$ cat src/rtl/spi_cmd_decoder_pkg.sv
// Shared opcodes, FSM state type and image size for the digit_recognizer SPI front end.
package dr_spi_pkg;

    localparam int IMG_BYTES = 72;

    localparam logic [7:0] OP_LOAD   = 8'h00;
    localparam logic [7:0] OP_COST   = 8'h01;
    localparam logic [7:0] OP_STATUS = 8'h02;
    localparam logic [7:0] OP_START  = 8'hFF;

    typedef enum logic [1:0] {
        IDLE     = 2'd0,
        LOAD     = 2'd1,
        COST_ARG = 2'd2
    } state_t;

endpackage

$ cat src/rtl/spi_cmd_decoder_sync_edge.sv
// Multi-stage pin synchroniser with one-cycle rise/fall pulses in the clk domain.
module spi_sync_edge #(
    parameter int   STAGES  = 2,
    parameter logic RST_VAL = 1'b0
) (
    input  logic clk,
    input  logic rst,
    input  logic pin,
    output logic rise,
    output logic fall
);

    logic [STAGES-1:0] chain;
    logic              prev;

    always_ff @(posedge clk or posedge rst) begin
        if (rst) begin
            chain <= {STAGES{RST_VAL}};
            prev  <= RST_VAL;
        end else begin
            chain <= {chain[STAGES-2:0], pin};
            prev  <= chain[STAGES-1];
        end
    end

    assign rise = chain[STAGES-1] & ~prev;
    assign fall = ~chain[STAGES-1] & prev;

endmodule

$ cat src/rtl/spi_cmd_decoder.sv
// SPI slave command decoder: LSB-first byte RX/TX, opcode FSM, image-buffer writes.
// Optional status opcode (8'h02) is built in when SPI_CMD_STATUS_EN is defined.
module spi_cmd_decoder #(
    parameter int         IMG_BYTES   = 72,
    parameter int         SYNC_STAGES = 2,
    parameter logic [7:0] ERR_CODE    = 8'hFF
) (
    input  logic       clk,
    input  logic       rst,
    input  logic       SCK,
    input  logic       SS,
    input  logic       MOSI,
    output logic       MISO,
    output logic       buf_wr_en,
    output logic [6:0] buf_addr,
    output logic [7:0] buf_data,
    output logic       start,
    input  logic       busy,
    input  logic       result_valid,
    input  logic [7:0] result_digit,
    output logic       cost_req,
    output logic [3:0] cost_digit,
    input  logic       cost_valid,
    input  logic [7:0] cost_value
);
    import dr_spi_pkg::*;

    localparam logic [6:0] LAST_IDX = 7'(IMG_BYTES - 1);

    logic                   sck_rise, sck_fall, ss_rise, ss_fall;
    logic [SYNC_STAGES-1:0] mosi_chain;
    logic                   mosi_s;
    logic                   frame_on;
    logic [2:0]             bit_cnt;
    logic [7:0]             rx_sr;
    logic                   byte_rdy;
    logic [7:0]             tx_sr;
    logic [7:0]             tx_load;
    logic [7:0]             resp_reg;
    logic                   img_loaded;
    logic [6:0]             byte_idx;
    state_t                 state;

    spi_sync_edge #(.STAGES(SYNC_STAGES), .RST_VAL(1'b0)) u_sck (
        .clk(clk), .rst(rst), .pin(SCK), .rise(sck_rise), .fall(sck_fall)
    );

    spi_sync_edge #(.STAGES(SYNC_STAGES), .RST_VAL(1'b1)) u_ss (
        .clk(clk), .rst(rst), .pin(SS), .rise(ss_rise), .fall(ss_fall)
    );

    // MOSI gets the same depth as SCK so the sampled bit stays aligned with its edge
    always_ff @(posedge clk or posedge rst) begin
        if (rst) mosi_chain <= '0;
        else     mosi_chain <= {mosi_chain[SYNC_STAGES-2:0], MOSI};
    end
    assign mosi_s = mosi_chain[SYNC_STAGES-1];

    // frame_on drops one cycle after ss_rise, so a final SCK rise in that cycle still lands
    always_ff @(posedge clk or posedge rst) begin
        if (rst) begin
            frame_on <= 1'b0;
            bit_cnt  <= 3'd0;
            rx_sr    <= 8'h00;
            byte_rdy <= 1'b0;
        end else begin
            if (ss_fall)      frame_on <= 1'b1;
            else if (ss_rise) frame_on <= 1'b0;

            byte_rdy <= frame_on && sck_rise && (bit_cnt == 3'd7);
            if (!frame_on) begin
                bit_cnt <= 3'd0;
                rx_sr   <= 8'h00;
            end else if (sck_rise) begin
                rx_sr   <= {mosi_s, rx_sr[7:1]};
                bit_cnt <= bit_cnt + 3'd1;
            end
        end
    end

`ifdef SPI_CMD_STATUS_EN
    logic status_pend;
    always_comb begin
        tx_load = busy ? ERR_CODE : resp_reg;
        if (status_pend)
            tx_load = {5'b0, busy, img_loaded, state != IDLE};
    end
`else
    always_comb begin
        tx_load = busy ? ERR_CODE : resp_reg;
    end
`endif

    always_ff @(posedge clk or posedge rst) begin
        if (rst)                       tx_sr <= 8'h00;
        else if (ss_fall)              tx_sr <= tx_load;
        else if (sck_fall && frame_on) tx_sr <= {1'b0, tx_sr[7:1]};
    end

    assign MISO = frame_on & tx_sr[0];

    always_ff @(posedge clk or posedge rst) begin
        if (rst) begin
            state      <= IDLE;
            byte_idx   <= 7'd0;
            img_loaded <= 1'b0;
            resp_reg   <= 8'h00;
            buf_wr_en  <= 1'b0;
            buf_addr   <= 7'd0;
            buf_data   <= 8'h00;
            start      <= 1'b0;
            cost_req   <= 1'b0;
            cost_digit <= 4'd0;
`ifdef SPI_CMD_STATUS_EN
            status_pend <= 1'b0;
`endif
        end else begin
            buf_wr_en <= 1'b0;
            start     <= 1'b0;
            cost_req  <= 1'b0;

            if (result_valid && !start) resp_reg <= result_digit;
            if (cost_valid)             resp_reg <= cost_value;
`ifdef SPI_CMD_STATUS_EN
            if (ss_fall) status_pend <= 1'b0;
`endif

            if (byte_rdy) begin
                case (state)
                    IDLE: begin
                        if (rx_sr == OP_LOAD && !busy) begin
                            state      <= LOAD;
                            byte_idx   <= 7'd0;
                            img_loaded <= 1'b0;
                        end else if (rx_sr == OP_COST) begin
                            state <= COST_ARG;
                        end else if (rx_sr == OP_START && img_loaded && !busy) begin
                            start      <= 1'b1;
                            img_loaded <= 1'b0;
                        end
`ifdef SPI_CMD_STATUS_EN
                        else if (rx_sr == OP_STATUS) begin
                            status_pend <= 1'b1;
                        end
`endif
                    end
                    LOAD: begin
                        buf_wr_en <= 1'b1;
                        buf_addr  <= byte_idx;
                        buf_data  <= rx_sr;
                        if (byte_idx == LAST_IDX) begin
                            state      <= IDLE;
                            img_loaded <= 1'b1;
                        end else begin
                            byte_idx <= byte_idx + 7'd1;
                        end
                    end
                    COST_ARG: begin
                        if (busy) begin
                            resp_reg <= ERR_CODE;
                        end else begin
                            cost_req   <= 1'b1;
                            cost_digit <= rx_sr[3:0];
                        end
                        state <= IDLE;
                    end
                    default: state <= IDLE;
                endcase
            end
        end
    end

endmodule
$ cat config.mk
export PLATFORM = sky130hd
export DESIGN_NAME = spi_cmd_decoder
export DESIGN_NICKNAME = d
export VERILOG_FILES = /design/src/rtl/spi_cmd_decoder_pkg.sv /design/src/rtl/spi_cmd_decoder_sync_edge.sv /design/src/rtl/spi_cmd_decoder.sv
export SDC_FILE = /design/constraint.sdc
export NUM_CORES = 1
export LEC_CHECK = 0
export BUFFER_PORTS_ARGS = -buffer_cell sky130_fd_sc_hd__buf_4
export CORE_MARGIN = 2
export CORE_UTILIZATION = 35
export CTS_CLUSTER_DIAMETER = 200
export DETAILED_ROUTE_END_ITERATION = 7
export MAX_ROUTING_LAYER = met4
export PLACE_DENSITY = 0.51
export REMOVE_ABC_BUFFERS = 1
export SLEW_MARGIN = 20
export SYNTH_ARGS = -nofsm -noshare
export SYNTH_HDL_FRONTEND = slang
export SYNTH_HIERARCHICAL = 1
export SYNTH_SLANG_ARGS = --single-unit
$ cat constraint.sdc
create_clock -name clk -period 2.2 [get_ports clk]
set_input_delay 0.11 -clock clk [delete_from_list [all_inputs] [get_ports clk]]
set_output_delay 0.11 -clock clk [all_outputs]
set_load 0.1 [all_outputs]
[Yosys cells after proc, flatten, opt, wreduce, memory -nomap -nowiden]
Index checks and enable logic that the tools add are counted.
W data, S select, Z words.
Cells by class
  add/subtract/negate cells: 2
  multiply operators: 0
  div/mod/pow operators: 0
  order comparisons: 0
  equality and inequality tests: 13
  shift-type cells: 0
  mux-type cells: 36
  bitwise gates (word level): 10
  reduce and logical (&&, ||, !) cells: 19
Operators with widths (number)
  $mux W8: 10
  $mux W1: 16
  $mux W7: 2
  $pmux W7 S2: 1
  $ne A3 B3 Y1 const B: 3
  $eq A8 B1 Y1 const B: 1
  $eq A8 B8 Y1 const B: 1
  $logic_not A8 Y1: 1
  $ne A2 B2 Y1 const B: 4
  $add A7 B1 Y7 const B: 1
  $eq A7 B7 Y1 const B: 1
  $logic_and A1 B1 Y1: 7
  $mux W2: 3
  $mux W3: 2
  $reduce_and A3 Y1: 2
  $reduce_bool A2 Y1: 3
  $and A1 B1 Y1: 5
  $not A1 Y1: 5
  $reduce_and A5 Y1: 1
  $pmux W2 S2: 1
  $reduce_and A4 Y1: 1
  $add A3 B1 Y3 const B: 1
  $eq A3 B3 Y1 const B: 1
  $eq A2 B1 Y1 const B: 1
  5 further kinds: 6
Word-level totals
  flip-flop bits (word level): 69
  latch bits: 0
  memory bits (writable): 0
  memory bits (read-only): 0
  bits of input ports: 24
  logic and storage cells: 100
  memories: 0

[Depth between registers and ports, before layout]
Gate-level depths: netlist of the first run.
  depth after elaboration: 8
  gate-level depth with buffers: 7
  depth with buffers taken out: 5

[Modules after synthesis]
Netlist of the first run, hierarchy kept.
Modules (own cells, without submodules)
  spi_cmd_decoder: instances 1, cells each 270, area an instance 2859.0 µm²
  spi_sync_edge (u_ss): instances 1, cells each 6, area an instance 97.6 µm²
  spi_sync_edge (u_sck): instances 1, cells each 6, area an instance 93.8 µm²

[Least setup slack after synthesis of the first run]
No wires, ideal clock.
  path kind: register to register
  start: register start
  end: register resp_reg[0]
  setup time: 0.131 ns
  arrival time: 1.692 ns
  data required time: 2.069 ns
  path slack: 0.377 ns
  stages on the path, launching flop included: 5
  path buffers: 0
  cell sequence: dfrtp_1 -> nand2b_1 -> mux2_2 -> mux2i_1 -> nand2_1
On the way
  word-level cells in the longest chain between the ends: 7
Ends and longest elaborated chain
  start, declared: RTL line spi_cmd_decoder.sv:17  | output logic start,
  start signal, assigned: RTL line spi_cmd_decoder.sv:111  | start <= 1'b0;
  start signal, assigned: RTL line spi_cmd_decoder.sv:119  | start <= 1'b0;
  start signal, assigned: RTL line spi_cmd_decoder.sv:138  | start <= 1'b1;
  $logic_not A1 Y1 (*): RTL line spi_cmd_decoder.sv:122  | if (result_valid && !start) resp_reg <= result_digit;
  $logic_and A1 B1 Y1 (*): RTL line spi_cmd_decoder.sv:122
  $mux W8 (*): RTL line spi_cmd_decoder.sv:122
  $mux W8 (*): RTL line spi_cmd_decoder.sv:123  | if (cost_valid) resp_reg <= cost_value;
  $mux W8: RTL line spi_cmd_decoder.sv:159  | if (busy) begin
  $mux W8: RTL line spi_cmd_decoder.sv:129  | case (state)
  $mux W8 (*): RTL line spi_cmd_decoder.sv:128  | if (byte_rdy) begin
  end signal, assigned: RTL line spi_cmd_decoder.sv:122
  end signal, assigned: RTL line spi_cmd_decoder.sv:123
  end, declared: RTL line spi_cmd_decoder.sv:39  | logic [7:0] resp_reg;
Every way passes the cells marked *; elsewhere a longest branch is shown, timed or not.
A chain may end at the register's enable or synchronous reset.

[Final worst setup path of the first run]
  start: register rx_sr[4]
  end: register byte_idx[6]
On the way
  word-level cells in the longest chain between the ends: 4
Ends and longest elaborated chain
  start, declared: RTL line spi_cmd_decoder.sv:35  | logic [7:0] rx_sr;
  start signal, assigned: RTL line spi_cmd_decoder.sv:75  | rx_sr <= {mosi_s, rx_sr[7:1]};
  $logic_not A8 Y1: RTL line spi_cmd_decoder.sv:131  | if (rx_sr == OP_LOAD && !busy) begin
  $logic_and A1 B1 Y1: RTL line spi_cmd_decoder.sv:131
  $ne A2 B2 Y1 (no source line)
  $reduce_and A4 Y1 (no source line)
  end signal, assigned: RTL line spi_cmd_decoder.sv:155  | byte_idx <= byte_idx + 7'd1;
  end, declared: RTL line spi_cmd_decoder.sv:41  | logic [6:0] byte_idx;
No other way between the ends.

==> results of run 1 <==
## cell type report
cell class                 instances  area share, %
clock buffer                      12           3.99
clock inverter                     4           1.80
inverter                           9          0.870
multi-input combinational        193           32.0
sequential                        69           44.6
tap                              108           3.48
timing repair buffer              63           13.3
## synth_stat cells, drive strengths merged (3+ instances only)
library cell  count
nand3             4
mux2i            19
ha                3
a21oi             9
clkbuf            7
nand2b            3
buf               4
nand2            56
and2b             3
o21ai             7
dfrtp            66
inv               8
nor2b            13
nor4              3
mux2             12
a21o              3
dfstp             3
and3             12
nor2             12
nand4             5
a211oi            7
## power groups by stage
stage	Clock [W]	Combinational [W]	Sequential, W
3_3_place_gp	0	0.000245	0.00138
2_1_floorplan	0	0.000159	0.00138
6_report	0.00117	0.000260	0.00136
4_1_cts	0.00120	0.000266	0.00136
5_1_grt	0.00126	0.000292	0.00137
3_5_place_dp	0	0.000248	0.00138
## metrics by stage
| step | utilization (%) | std cells |
|---|---|---|
| after global routing | 45.2 | 458 |
| final | 45.2 | 458 |
| after detailed placement | 41.2 | 430 |
| after floorplan | - | 271 |
| after global placement | 41.2 | 430 |
| after CTS | 45.2 | 458 |
## worst paths after layout
path	startpoint	end	cells after the start
hold reg to reg	u_sck/chain[0]	u_sck/chain[1]	0
setup reg to reg	rx_sr[4]	byte_idx[6]	4
setup / recovery	rx_sr[4]	byte_idx[6]	4
min in group asynchronous	rst	resp_reg[4]	3
hold / removal	result_digit[7]	resp_reg[7]	4
max in group asynchronous	rst	byte_idx[1]	4
## layout by cell type, fill, tap and decap left out, types with 9 or more instances in the layout
cell,netlist,routed
dlygate4sd3_1,0,12
buf_4,0,50
nand2_1,56,56
and3_1,11,11
nor2_1,12,12
mux2i_1,19,19
dfrtp_1,66,66
mux2_2,12,12
a21oi_1,9,9
clkbuf_8,0,11
nor2b_1,13,13
## worst max-delay path: cells and delay by family, from the launching register on
kind	cells	cell delay, ns
compound gates	2	0.52
flops	1	0.46
simple gates	2	0.80
## metal layers
metal / routed length [um] / global-route usage [%]
met1: 3060 / 19.2
met2: 2850 / 22.4
met3: 247 / 4.96
met4: 66 / 4.49
met5: 0 / -
## kinds of logic (layout without fill, tap and decap cells)
kind of cell    after synthesis  after routing  synth area share (%)
mux                          31             31                  10.7
flops                        69             69                  56.7
buf+inv                      20             88                  2.50
compound gates               36             36                  7.83
fa+ha+maj                     3              3                  1.23
xor+xnor                      1              1                 0.287
simple gates                122            122                  20.8
==> run metrics, run 1 <==
RSZ-0062 raised after global routing=no; clock group share of total power=41.9%; data required time of the critical path=roughly 2.4 ns; Avg Cell Area, Syn=10.8 um^2; DIE AREA=~9500 um^2; Row Count=34; DP Area=3540 um^2; Synth async-reset ratio=100%; Cell Area, Synth=roughly 3000 um^2; Yosys top cell area share=54.1%; worst setup margin=0.306 ns; combinational share of power=9.3%; initial antenna violation count=0; Area Growth Syn to Fin=27.3%; I/O pins=47; nature of the critical path endpoint=flop; wirelength, routed=between 6000 and 7000 um; largest net degree at the start of global routing=61; design area=3880 um^2; vias in the first global route=2308; Clock Latency Late Sink=0.34 ns; hold buffer count at CTS=12; Via-to-Cell Ratio=4.86; # port buffers=46; Final setup viols=0; Sequential cell area=1730 um^2; Die Y=between 90 and 100 um; Initial Utilization=35.5%; Hold WS=0.117 ns; clock sink total=69; Nets=372; fin crit period=1.89 ns; CTS tree=yes; CP arrival=2.12 ns; initial drt markers=87; CTS Buf Count=9; Post-synth top flop=dfrtp_1; internal power=between 0.002 and 0.0025 W; Final Skew=a little under 0.01 ns; top post-synthesis cells by area=dfrtp_1, nand2_1, mux2i_1; CP Max Fanout=5; Post-synth EDFFs=0; Cell Pwr Density=718 nW/um^2; flop2flop setup slack=0.31 ns; Final Max Tran Viols=0; Inserted Diodes=0; WL/cell=13.6 um; fraction of layout cells with a size suffix above 1=26.3%; Post-CTS Resized=0; total track usage=about 15%; status=finished clean; post-route ant nets=0; Root Driver=clkbuf_8; first-pass GRT wire length=between 10000 and 15000 um; worst-margin pin slew=0.482 ns; Yosys cell types=45; Filler cells=859; sequential area share after synthesis=a little under three fifths; Post-CTS Setup Repair Bufs=0; H-tree depth=3; DR vias=2225; Sw Share=around 23%; worst stage delay on the critical path=roughly 0.46 ns; sequential share of power=between 40% and 50%; Final period util=86.1%; final hold viol count=0; gr ovfl total=0; Final Power=0.00279 W; NetSw=around 0.00064 W; Cell Chain, Critical Path=nor4_4 -> a311oi_1 -> or3_4 -> a211o_1; final weighted congestion in routability-driven placement=0.817; startpoint class of the critical path=flop; Hold Crit Class=primary input to flop; Mapped Cells=around 280; DIE WIDTH=97.4 um; clk slew on worst S/H paths=~0.07 ns; Leakage Power=roughly 1.9 nW; area leader, netlist=dfrtp_1; YS warnings=6; pre-CTS WS=0.308 ns; WS Path Type=flop to flop; #FFs+latches synth=just under 70; slew margin rel.=between 60% and 70%; total of max-cap violations=0; Core Region=8590 um^2; CP max stage cell=dfrtp_1; DRC viols=0; Post-DP HPWL=4150 um; setup TNS=0 ns; Max Freq=528 MHz; multi-input logic area=1240 um^2; worst IR drop on VDD=between 300 and 400 uV; 1st-pass router iterations=5; Clock Tree Buf Depth=2
Power figures use the tool's default switching activity.
==> inputs of run 2 (changes only) <==
Settings changed: CORE_ASPECT_RATIO from default to 0.9.
==> run 2 against run 1 <==
Effect of this change: cell count is 2.8% higher; die area hardly changed; clock-buffer cell count is 1 higher; design area is 0.39% higher; critical path type unchanged.
==> run metrics, run 2 (same netlist as run 1, synthesis figures left out) <==
setup TNS=0 ns; fin crit period=between 1.5 and 2 ns; Crit. Startpoint=rx_sr[4]; first-pass GRT wire length=10800 um; CTS tree=yes; worst r2r src=rx_sr[4]; final hold viol count=0; Clock Tree Buf Depth=2; Die Y=slightly above 90 um; combinational share of power=9.0%; status=finished clean; WL/cell=13.5 um; worst-margin pin slew=0.539 ns; DP Area=~3600 um^2; Clock Latency Late Sink=0.35 ns; multi-input logic area=1240 um^2; Row Count=32; Area Growth Syn to Fin=27.8%; WS Path Type=flop to flop; post-route ant nets=0; initial antenna violation count=0; Max Freq=548 MHz; clk slew on worst S/H paths=0.08 ns; DIE AREA=9480 um^2; I/O pins=47; vias in the first global route=2163; startpoint class of the critical path=flop; worst IR drop on VDD=264 uV; final weighted congestion in routability-driven placement=0.786; slew margin rel.=around 64%; fraction of layout cells with a size suffix above 1=26.7%; initial drt markers=57; largest net degree at the start of global routing=46; CP max stage cell=dfrtp_1; Sequential cell area=1730 um^2; hold_sp=result_digit[7]; Final Max Tran Viols=0; nature of the critical path endpoint=flop; DR vias=2203; worst stage delay on the critical path=0.45 ns; data required time of the critical path=roughly 2.4 ns; Post-CTS Setup Repair Bufs=0; H-tree depth=3; Final period util=between 80% and 90%; sequential share of power=50.5%; Cell Chain, Critical Path=nor4_4 -> a311oi_1 -> or3_4 -> a211o_1; design area=roughly 3900 um^2; Initial Utilization=35.8%; gr ovfl total=0; Root Driver=clkbuf_8; CP arrival=2.06 ns; NetSw=0.000649 W; Final setup viols=0; Final Power=0.00272 W; most frequent cells in the layout=dfrtp_1, nand2_1, buf_4, mux2i_1, nor2b_1; Sw Share=about a quarter; clock sink total=69; Cell Pwr Density=697 nW/um^2; Hold Crit Class=primary input to flop; 1st-pass router iterations=5; Core Region=between 8000 and 9000 um^2; DIE WIDTH=102 um; DRC viols=0; hold buffer count at CTS=12; commonest non-fill, non-tap cell in the layout=dfrtp_1; clock group share of total power=40.4%; wirelength, routed=between 6000 and 7000 um; Leakage Power=1.90 nW; Via-to-Cell Ratio=~4.7; CP Max Fanout=5; RSZ-0062 raised after global routing=no; # port buffers=46; Nets=374; Post-CTS Resized=0; CTS Buf Count=9; Inserted Diodes=0; Final Skew=between 0.008 and 0.009 ns; Post-DP HPWL=4290 um; internal power=0.00207 W; total track usage=15.2%; total of max-cap violations=0; Filler cells=846
## run 2: cell types whose count changed in the layout (fill, tap and decap cells not counted), sizes merged
cell      previous run  this run
bufinv               2         1
clkbuf              12        13
clkinv               3         2
clkinvlp             0         1
buf                 51        53
## run 2: worst paths after layout
| kind | to | slack [ns] | depth (start not counted) |
|---|---|---|---|
| worst min-delay path | resp_reg[7] | 0.11 | 4 |
| worst min register to register | u_ss/chain[1] | 0.36 | 0 |
| worst max-delay path | byte_idx[6] | 0.38 | 4 |
| worst max register to register | byte_idx[6] | 0.38 | 4 |
| min in group asynchronous | u_sck/chain[0] | 0.20 | 3 |
| max in group asynchronous | buf_addr[0] | 1.27 | 4 |
## run 2: final cells by class
cell class                 count  share of cell area [%]
clock buffer                  13                    4.33
clock inverter                 3                    1.09
inverter                       9                   0.866
multi-input combinational    193                    31.9
sequential                    69                    44.4
tap                          119                    3.82
timing repair buffer          65                    13.6
## run 2: per-stage QoR
stage | worst slack (ns) | cells | hold slack (ns) | utilization [%]
6_report | 0.376 | 471 | 0.106 | 45.7
5_1_grt | 0.278 | 471 | 0.119 | 45.7
4_1_cts | 0.361 | 471 | 0.0893 | 45.7
3_5_place_dp | 0.360 | 443 | 0.00794 | 41.8
3_3_place_gp | 0.408 | 443 | 0.00699 | 41.8
2_1_floorplan | 0.377 | 271 | -0.136 | -
## run 2: power by group through the flow
stage	Clock (W)	Combinational [W]	Sequential, W
after floorplan	0	0.000159	0.00138
after global placement	0	0.000231	0.00140
after detailed placement	0	0.000234	0.00140
after CTS	0.00114	0.000251	0.00137
after global routing	0.00119	0.000275	0.00138
final	0.00110	0.000245	0.00137
## run 2: critical path: cells and delay by family, from the launching register on
| family | cells | cell delay, ns |
|---|---|---|
| and+or+nand+nor | 2 | 0.79 |
| AOI/OAI and AO/OA | 2 | 0.48 |
| DFF | 1 | 0.45 |
## run 2: per-layer routing
| metal | vias to the layer above | GRT usage [%] | share of wire (%) |
|---|---|---|---|
| met5 | - | - | 0 |
| met4 | 0 | 6.67 | 1.1 |
| met3 | 5 | 3.92 | 4.1 |
| met2 | 40 | 20.3 | 44 |
| met1 | 1051 | 21.7 | 51 |
| li1 | 1107 | - | - |
